--- config.mk ---
export PLATFORM = sky130hd
export DESIGN_NAME = binary_mul_pipe_param
export DESIGN_NICKNAME = d
export VERILOG_FILES = /design/src/rtl/binary_mul_pipe_param.sv
export SDC_FILE = /design/constraint.sdc
export NUM_CORES = 1
export LEC_CHECK = 0
export BUFFER_PORTS_ARGS = -buffer_cell sky130_fd_sc_hd__buf_2
export CORE_MARGIN = 2
export CORE_UTILIZATION = 45
export CTS_CLUSTER_SIZE = 30
export DETAILED_ROUTE_END_ITERATION = 8
export GPL_ROUTABILITY_DRIVEN = 0
export GPL_TIMING_DRIVEN = 0
export SYNTH_ARGS = -nofsm -noshare
export SYNTH_HDL_FRONTEND = slang
export SYNTH_SLANG_ARGS = --single-unit
--- constraint.sdc ---
create_clock -name clk -period 2.04 [get_ports clk]
set_input_delay 0.204 -clock clk [delete_from_list [all_inputs] [get_ports clk]]
set_output_delay 0.204 -clock clk [all_outputs]
set_load 0.03 [all_outputs]
--- src/rtl/binary_mul_pipe_param.sv ---
// binary_mul_pipe_param: row-pipelined array multiplier with carry-save reduction.
//
// Each pipeline stage folds one partial-product row of B into a carry-save
// (sum, carry) pair. A final carry-propagate stage loads the exact product.
// Operands, mode, tag and valid travel with their data, so a new operation can
// be issued on every cycle. The en input freezes every register in the block.
//
// Ports:
//   clk       clock; all state updates on the rising edge
//   rst_n     synchronous active-low reset
//   en        global advance enable; 0 holds every pipeline register
//   in_valid  operand pair present (accepted when en=1)
//   in_ready  combinational copy of en
//   in_signed 1 = two's-complement A and B, 0 = unsigned
//   A, B      multiplicand / multiplier
//   in_tag    user tag carried with the operation
//   out_valid P/out_tag hold a newly produced result
//   P         exact WIDTH_A+WIDTH_B bit product
//   out_tag   tag of the result in P
//
// Latency is WIDTH_B+1 enabled edges from acceptance to out_valid.

module binary_mul_pipe_param #(
    parameter int unsigned WIDTH_A = 8,
    parameter int unsigned WIDTH_B = 8,
    parameter int unsigned TAG_W   = 4
) (
    input  logic                       clk,
    input  logic                       rst_n,
    input  logic                       en,
    input  logic                       in_valid,
    output logic                       in_ready,
    input  logic                       in_signed,
    input  logic [WIDTH_A-1:0]         A,
    input  logic [WIDTH_B-1:0]         B,
    input  logic [TAG_W-1:0]           in_tag,
    output logic                       out_valid,
    output logic [WIDTH_A+WIDTH_B-1:0] P,
    output logic [TAG_W-1:0]           out_tag
);

    localparam int unsigned N = WIDTH_A + WIDTH_B;

    // Partial-product row for multiplier bit position sh. In signed mode the
    // top row carries negative weight, so it adds the negated extended A. The
    // negation is done at full width, which keeps A = -2^(WIDTH_A-1) exact.
    function automatic logic [N-1:0] pp_row(input logic [WIDTH_A-1:0] a,
                                            input logic               sgn,
                                            input logic               bit_k,
                                            input int unsigned        sh,
                                            input logic               last);
        logic [N-1:0] a_ext;
        logic [N-1:0] a_neg;
        a_ext = sgn ? {{WIDTH_B{a[WIDTH_A-1]}}, a} : {{WIDTH_B{1'b0}}, a};
        a_neg = ~a_ext + N'(1);
        if (!bit_k) begin
            return '0;
        end else if (sgn && last) begin
            return a_neg << sh;
        end else begin
            return a_ext << sh;
        end
    endfunction

    assign in_ready = en;

    for (genvar k = 0; k < WIDTH_B; k++) begin : g_st
        logic               vld_q, vld_d;
        logic               sgn_q, sgn_d;
        logic [WIDTH_A-1:0] a_q, a_d;
        logic [WIDTH_B-1:0] b_q, b_d;
        logic [TAG_W-1:0]   tag_q, tag_d;
        logic [N-1:0]       sum_q, sum_d;
        logic [N-1:0]       carry_q, carry_d;

        if (k == 0) begin : g_first
            // Unaccepted inputs are zeroed so X never enters the pipeline.
            always_comb begin
                vld_d   = in_valid;
                sgn_d   = in_valid ? in_signed : 1'b0;
                a_d     = in_valid ? A : '0;
                b_d     = in_valid ? B : '0;
                tag_d   = in_valid ? in_tag : '0;
                sum_d   = pp_row(a_d, sgn_d, b_d[0], 0, 1'b0);
                carry_d = '0;
            end
        end else begin : g_rest
            logic [N-1:0] row;
            logic [N-1:0] maj;

            always_comb begin
                vld_d   = g_st[k-1].vld_q;
                sgn_d   = g_st[k-1].sgn_q;
                a_d     = g_st[k-1].a_q;
                b_d     = g_st[k-1].b_q;
                tag_d   = g_st[k-1].tag_q;
                row     = pp_row(a_d, sgn_d, b_d[k], k, (k == WIDTH_B - 1));
                // 3:2 compression; carries past bit N-1 fall off (mod 2^N).
                sum_d   = g_st[k-1].sum_q ^ g_st[k-1].carry_q ^ row;
                maj     = (g_st[k-1].sum_q & g_st[k-1].carry_q) |
                          (g_st[k-1].sum_q & row) |
                          (g_st[k-1].carry_q & row);
                carry_d = {maj[N-2:0], 1'b0};
            end
        end

        always_ff @(posedge clk) begin
            if (!rst_n) begin
                vld_q   <= 1'b0;
                sgn_q   <= 1'b0;
                a_q     <= '0;
                b_q     <= '0;
                tag_q   <= '0;
                sum_q   <= '0;
                carry_q <= '0;
            end else if (en) begin
                vld_q   <= vld_d;
                sgn_q   <= sgn_d;
                a_q     <= a_d;
                b_q     <= b_d;
                tag_q   <= tag_d;
                sum_q   <= sum_d;
                carry_q <= carry_d;
            end
        end

        // Later stages read only some operand bits; the rest are intentionally idle.
        logic unused_stage;
        assign unused_stage = ^{a_q, b_q, sgn_q};
    end

    // Final carry-propagate stage.
    logic               out_valid_q;
    logic [N-1:0]       p_q, p_d;
    logic [TAG_W-1:0]   out_tag_q;
    logic               last_vld;

    assign last_vld = g_st[WIDTH_B-1].vld_q;
    assign p_d      = g_st[WIDTH_B-1].sum_q + g_st[WIDTH_B-1].carry_q;

    always_ff @(posedge clk) begin
        if (!rst_n) begin
            out_valid_q <= 1'b0;
            p_q         <= '0;
            out_tag_q   <= '0;
        end else if (en) begin
            out_valid_q <= last_vld;
            // Bubbles leave the previous result in place.
            if (last_vld) begin
                p_q       <= p_d;
                out_tag_q <= g_st[WIDTH_B-1].tag_q;
            end
        end
    end

    assign out_valid = out_valid_q;
    assign P         = p_q;
    assign out_tag   = out_tag_q;

endmodule

# After elaboration in Yosys (flattened, before gate mapping)
# Index checks and enable logic that the tools add are counted.
word_totals:
  reg_bits: 413
  inputBits: 25
  output_inout_bits: 22
  elab_cells: 124
classes:
  addsub: 2
  muxes: 21
  bitwise_logic: 45
  n_reduce_logical: 1
ops:
  columns: ["operator", "n"]
  rows:
  - ["$and 15x15->15", 19]
  - ["$xor 16x16->16", 13]
  - ["$or 15x15->15", 12]
  - ["$mux 16", 10]
  - ["$add 16x16->16", 1]
  - ["$mux 8", 2]
  - ["$mux 15", 1]
  - ["$mux 14", 1]
  - ["$mux 13", 1]
  - ["$mux 12", 1]
  - ["$mux 11", 1]
  - ["$mux 10", 1]
  - ["$add 9x1->9 const B", 1]
  - ["$mux 9", 1]
  - ["$not 9->9", 1]
  - ["$mux 4", 1]
  - ["$reduce_and 2->1", 1]
  - ["$mux 1", 1]

# Longest topological paths before layout
depth:
  ltp_word: 8
  depth_mapped: 9
  depth_no_buf: 9

# Worst setup path before layout
# OpenSTA, ideal clock, no wires.
synth_path:
  path_kind: "reg-to-reg"
  from: "register g_st[6].a_q[2]"
  to: "register g_st[7].sum_q[14]"
  setup_time_ns: 0.116
  arrival_ns: 1.797
  required_ns: 1.924
  setup_slack_ns: 0.127
  stages_incl_launch_ff: 8
  path_buffers: 0
  cell_sequence: "dfxtp_1 or3_4 o41ai_2 xnor2_1 nand2_1 fa_1 nand2_1 o211a_1"
synth_via:
  elab_chain_len: 6
synth_rtl:
  columns: ["element", "line_no", "text"]
  rows:
  - ["from (decl)", "70", "logic [WIDTH_A-1:0] a_q, a_d;"]
  - ["from (signal assigned)", "111", "a_q <= '0;"]
  - ["from (signal assigned)", "119", "a_q <= a_d;"]
  - ["$mux 9", "54", "a_ext = sgn ? {{WIDTH_B{a[WIDTH_A-1]}}, a} : {{WIDTH_B{1'b0}}, a};"]
  - ["$not 9->9", "55", "a_neg = ~a_ext + N'(1);"]
  - ["$add 9x1->9", "55", null]
  - ["$mux 16", "58", "end else if (sgn && last) begin"]
  - ["$mux 16", "56", "if (!bit_k) begin"]
  - ["$xor 16x16->16", "99", "sum_d = g_st[k-1].sum_q ^ g_st[k-1].carry_q ^ row;"]
  - ["to (signal assigned)", "122", "sum_q <= sum_d;"]
  - ["to (decl)", "73", "logic [N-1:0] sum_q, sum_d;"]
# No other way between the ends.
# A chain may end at the register's enable or synchronous reset.

# Worst setup path after layout
layout_path:
  from: "register g_st[6].a_q[4]"
  to: "register g_st[7].sum_q[14]"
# The elaborated chain is that of the path after synthesis.

==> results.yml <==
clocking:
  htree_num_levels: 2
  clock-sinks: 314
  cts_tree: "done"
  cts_buffers: 35
  cts_setup_buffers: 0
  ctsLongestPathBuffers: 3
  path_clk_slew_ps: 60
  clock_latency_ps: 510
  cts-root-buf: "clkbuf_16"
critical_path:
  r2r_slack_ps: 30
  cp_data_arrival_time_ps: 2420
  cp.required_ps: 2450
  cp-end-kind: "flip-flop"
  path_cells: "or3_4 > o41ai_4 > xnor2_1 > nand2_1 > fa_1 > nand2_1 > o211a_1"
  crit_path_frequent_cell: "nand2_1"
  critPathLaunchType: "flip-flop"
  path_class: "reg2reg"
  crit_slowest_cell: "fa_1"
  critical-path-max-stage-delay_ps: 500
  cp_max_fo: 4
die:
  num_rows: 64
  io_pins: 47
  coreArea_mm2: 0.0305
  die_w_um: 180
  dieArea_mm2: 0.0323
  die_height_um: 180
  start_util_pct: 45.5
logic_synthesis:
  syn-cell-area_mm2: 0.0139
  synthCells: 1287
  synth_top_area_share_pct: 45.2
  synth-main-ff-cell: "dfxtp_1"
  syn_nets: 1383
  synth_warnings: 0
  ys_ff_latch: 314
  ys_seq_area_share_pct: 45.2
  ys_types: 40
  ys_top_cells_by_count: "dfxtp_1, nor2b_1, mux2i_1"
  async_flop_share_pct: 0
  avgSynthCellArea_um2: 10.8
  synthMostInstantiatedCell: "dfxtp_1"
  synth_area_leaders: "dfxtp_1, mux2i_1, nor2b_1, fa_1, and2_1"
  synth-edff-count: 0
  yosysTopAreaCell: "dfxtp_1"
sta:
  worst_slack_ps: 25.5
  hold_viol_final: 0
  post-route-min-period_ps: 2010
  slew_viol_final: 0
  setup_violations: 0
  tightestPinTransition_ps: 857
  fin_skew_ps: 12.5
  layout_worst_path_cycle_share_pct: 98.8
  timing.fmax_mhz: 496
  holdWs_ps: 29.5
  rsz0062_at_grt: "true"
  relSlewSlack_pct: 42.9
placed_design:
  place.detailed.hpwl_mm: 24.4
  dp_slack_ps: -75.2
  port_buffers: 44
drt:
  drt_iter0_drc: 378
  vias: 8784
  wl_per_cell_um: 17.8
  viasPerCell: 4.86
  drcViolationCount: 0
  first_pass_iters: 4
  wirelength_mm: 32.1
  final_antenna_net_count: 0
global_route:
  track_usage_pct: 19.8
  grt_max_degree: 13
  antenna_found_initial: 0
  grt_pass1_vias: 8690
  grt_overflow: 0
  grt_pass1_wl_mm: 50.3
pwr:
  pwr_density_cell_mw_per_mm2: 843
  leakage_nw: 6.84
  ir_worst_vdd_uv: 491
run_status:
  run_status: "finished clean"
cells_and_area:
  diodes: 0
  nNetsFinal: 1483
  fillCellCount: 2675
  syn_to_final_growth_pct: 15.4
  drive_gt1_share_pct: 10.6
min_path:
  hold_class: "in2reg"
job:
  max_cap_viol_count: 0
routing by layer:
metal,track usage (%),part of all wire (%),up-vias
li1,-,-,4471
met1,27.2,49,4140
met2,32.8,46,131
met3,2.61,3.4,42
met4,5.14,1.9,0
met5,0,0,-
worst max-delay path, delay by kind of cell (launching register included):
kind                       cells  cell delay [ps]
DFF                            1              330
AOI/OAI and AO/OA              2              350
adders and majority gates      1              500
and+or+nand+nor                3              570
xor gates and xnor gates       1              150
flip-flops by register name (all words and copies together) (netlist names), 7 cells and up:
register and count:
P 16, g_st.sgn_q 7, g_st.sum_q 100, g_st.carry_q 62, g_st.a_q 56, g_st.tag_q 32
g_st.vld_q 8, g_st.b_q 28
kinds of logic after synthesis:
| group | after synthesis | share of synthesized area [%] |
|---|---|---|
| AND/OR/NAND/NOR | 443 | 18.7 |
| flip-flops | 314 | 45.2 |
| multiplexers | 239 | 17.2 |
| buffers and inverters | 113 | 3.70 |
| AO/OA/AOI/OAI | 97 | 5.22 |
| adder cells (fa/ha/maj) | 71 | 9.31 |
| XOR/XNOR | 10 | 0.630 |
placed cells by master, fill, tap and decap left out, types with 2 or more instances in the layout:
cell / Yosys / final
clkbuf_1: 42 / 47
o211a_1: 25 / 25
nor2b_1: 271 / 271
and3_1: 3 / 3
nand3_1: 12 / 12
a21boi_0: 29 / 29
nand2b_1: 17 / 17
nand2_1: 72 / 72
o21ai_0: 12 / 12
clkbuf_16: 0 / 37
dlygate4sd3_1: 0 / 20
nand4_1: 7 / 7
clkinv_2: 0 / 2
fa_1: 54 / 53
dfxtp_2: 0 / 4
buf_4: 15 / 15
a21oi_1: 21 / 21
mux2i_1: 239 / 239
bufinv_16: 0 / 2
xnor2_1: 9 / 9
clkbuf_8: 0 / 13
inv_1: 28 / 28
nand4b_1: 2 / 2
and2_1: 51 / 51
buf_2: 27 / 71
dfxtp_1: 314 / 310
ha_1: 17 / 17
power by group:
group          switching [mW]  internal [mW]  leakage, nW
combinational           0.433          0.347         3.71
clock                    2.46           4.02        0.593
sequential             0.0552           6.20         2.54
area by class of cell:
| cell class | instances | area (um2) | share of cell area, % |
|---|---|---|---|
| multi-input cells | 860 | 7120 | 44.4 |
| well taps | 396 | 495 | 3.09 |
| repair buffers | 64 | 420 | 2.62 |
| flip-flops and latches | 314 | 6290 | 39.2 |
| clock buffers | 56 | 1130 | 7.03 |
| inverters | 28 | 105 | 0.656 |
| plain buffers | 84 | 405 | 2.53 |
| clock inverters | 4 | 70.1 | 0.437 |
path summary, 6_finish.rpt:
check	start	end	cells past startpoint
max	g_st[6].a_q[4]$_SDFFE_PN0P_	g_st[7].sum_q[14]$_SDFFE_PN0P_	7
min reg2reg	P[11]$_SDFFE_PN0P_	P[11]$_SDFFE_PN0P_	2
max reg2reg	g_st[6].a_q[4]$_SDFFE_PN0P_	g_st[7].sum_q[14]$_SDFFE_PN0P_	7
min	in_valid	g_st[0].sum_q[1]$_SDFFE_PN0P_	3
timing repair:
item                       CTS  global route
hold buffers                20             0
hold endpoints to repair    26             0
cloned                       0             0
setup endpoints to repair    2             7
resized for setup            2             6
pin swaps                    0             4
metrics by stage:
step	utilization [%]	std cells	setup TNS (ps)	area, um2	power [mW]
after global placement	47.9	1727	-96.2	14600	7.14
after floorplan	-	1287	0	13900	6.90
final	52.5	1806	0	16000	13.5
after CTS	52.5	1807	-47.6	16000	13.7
after global routing	52.5	1806	-114	16000	14.0
after detailed placement	47.9	1727	-114	14600	7.15
Note: power is estimated with default switching activity, not from simulation.
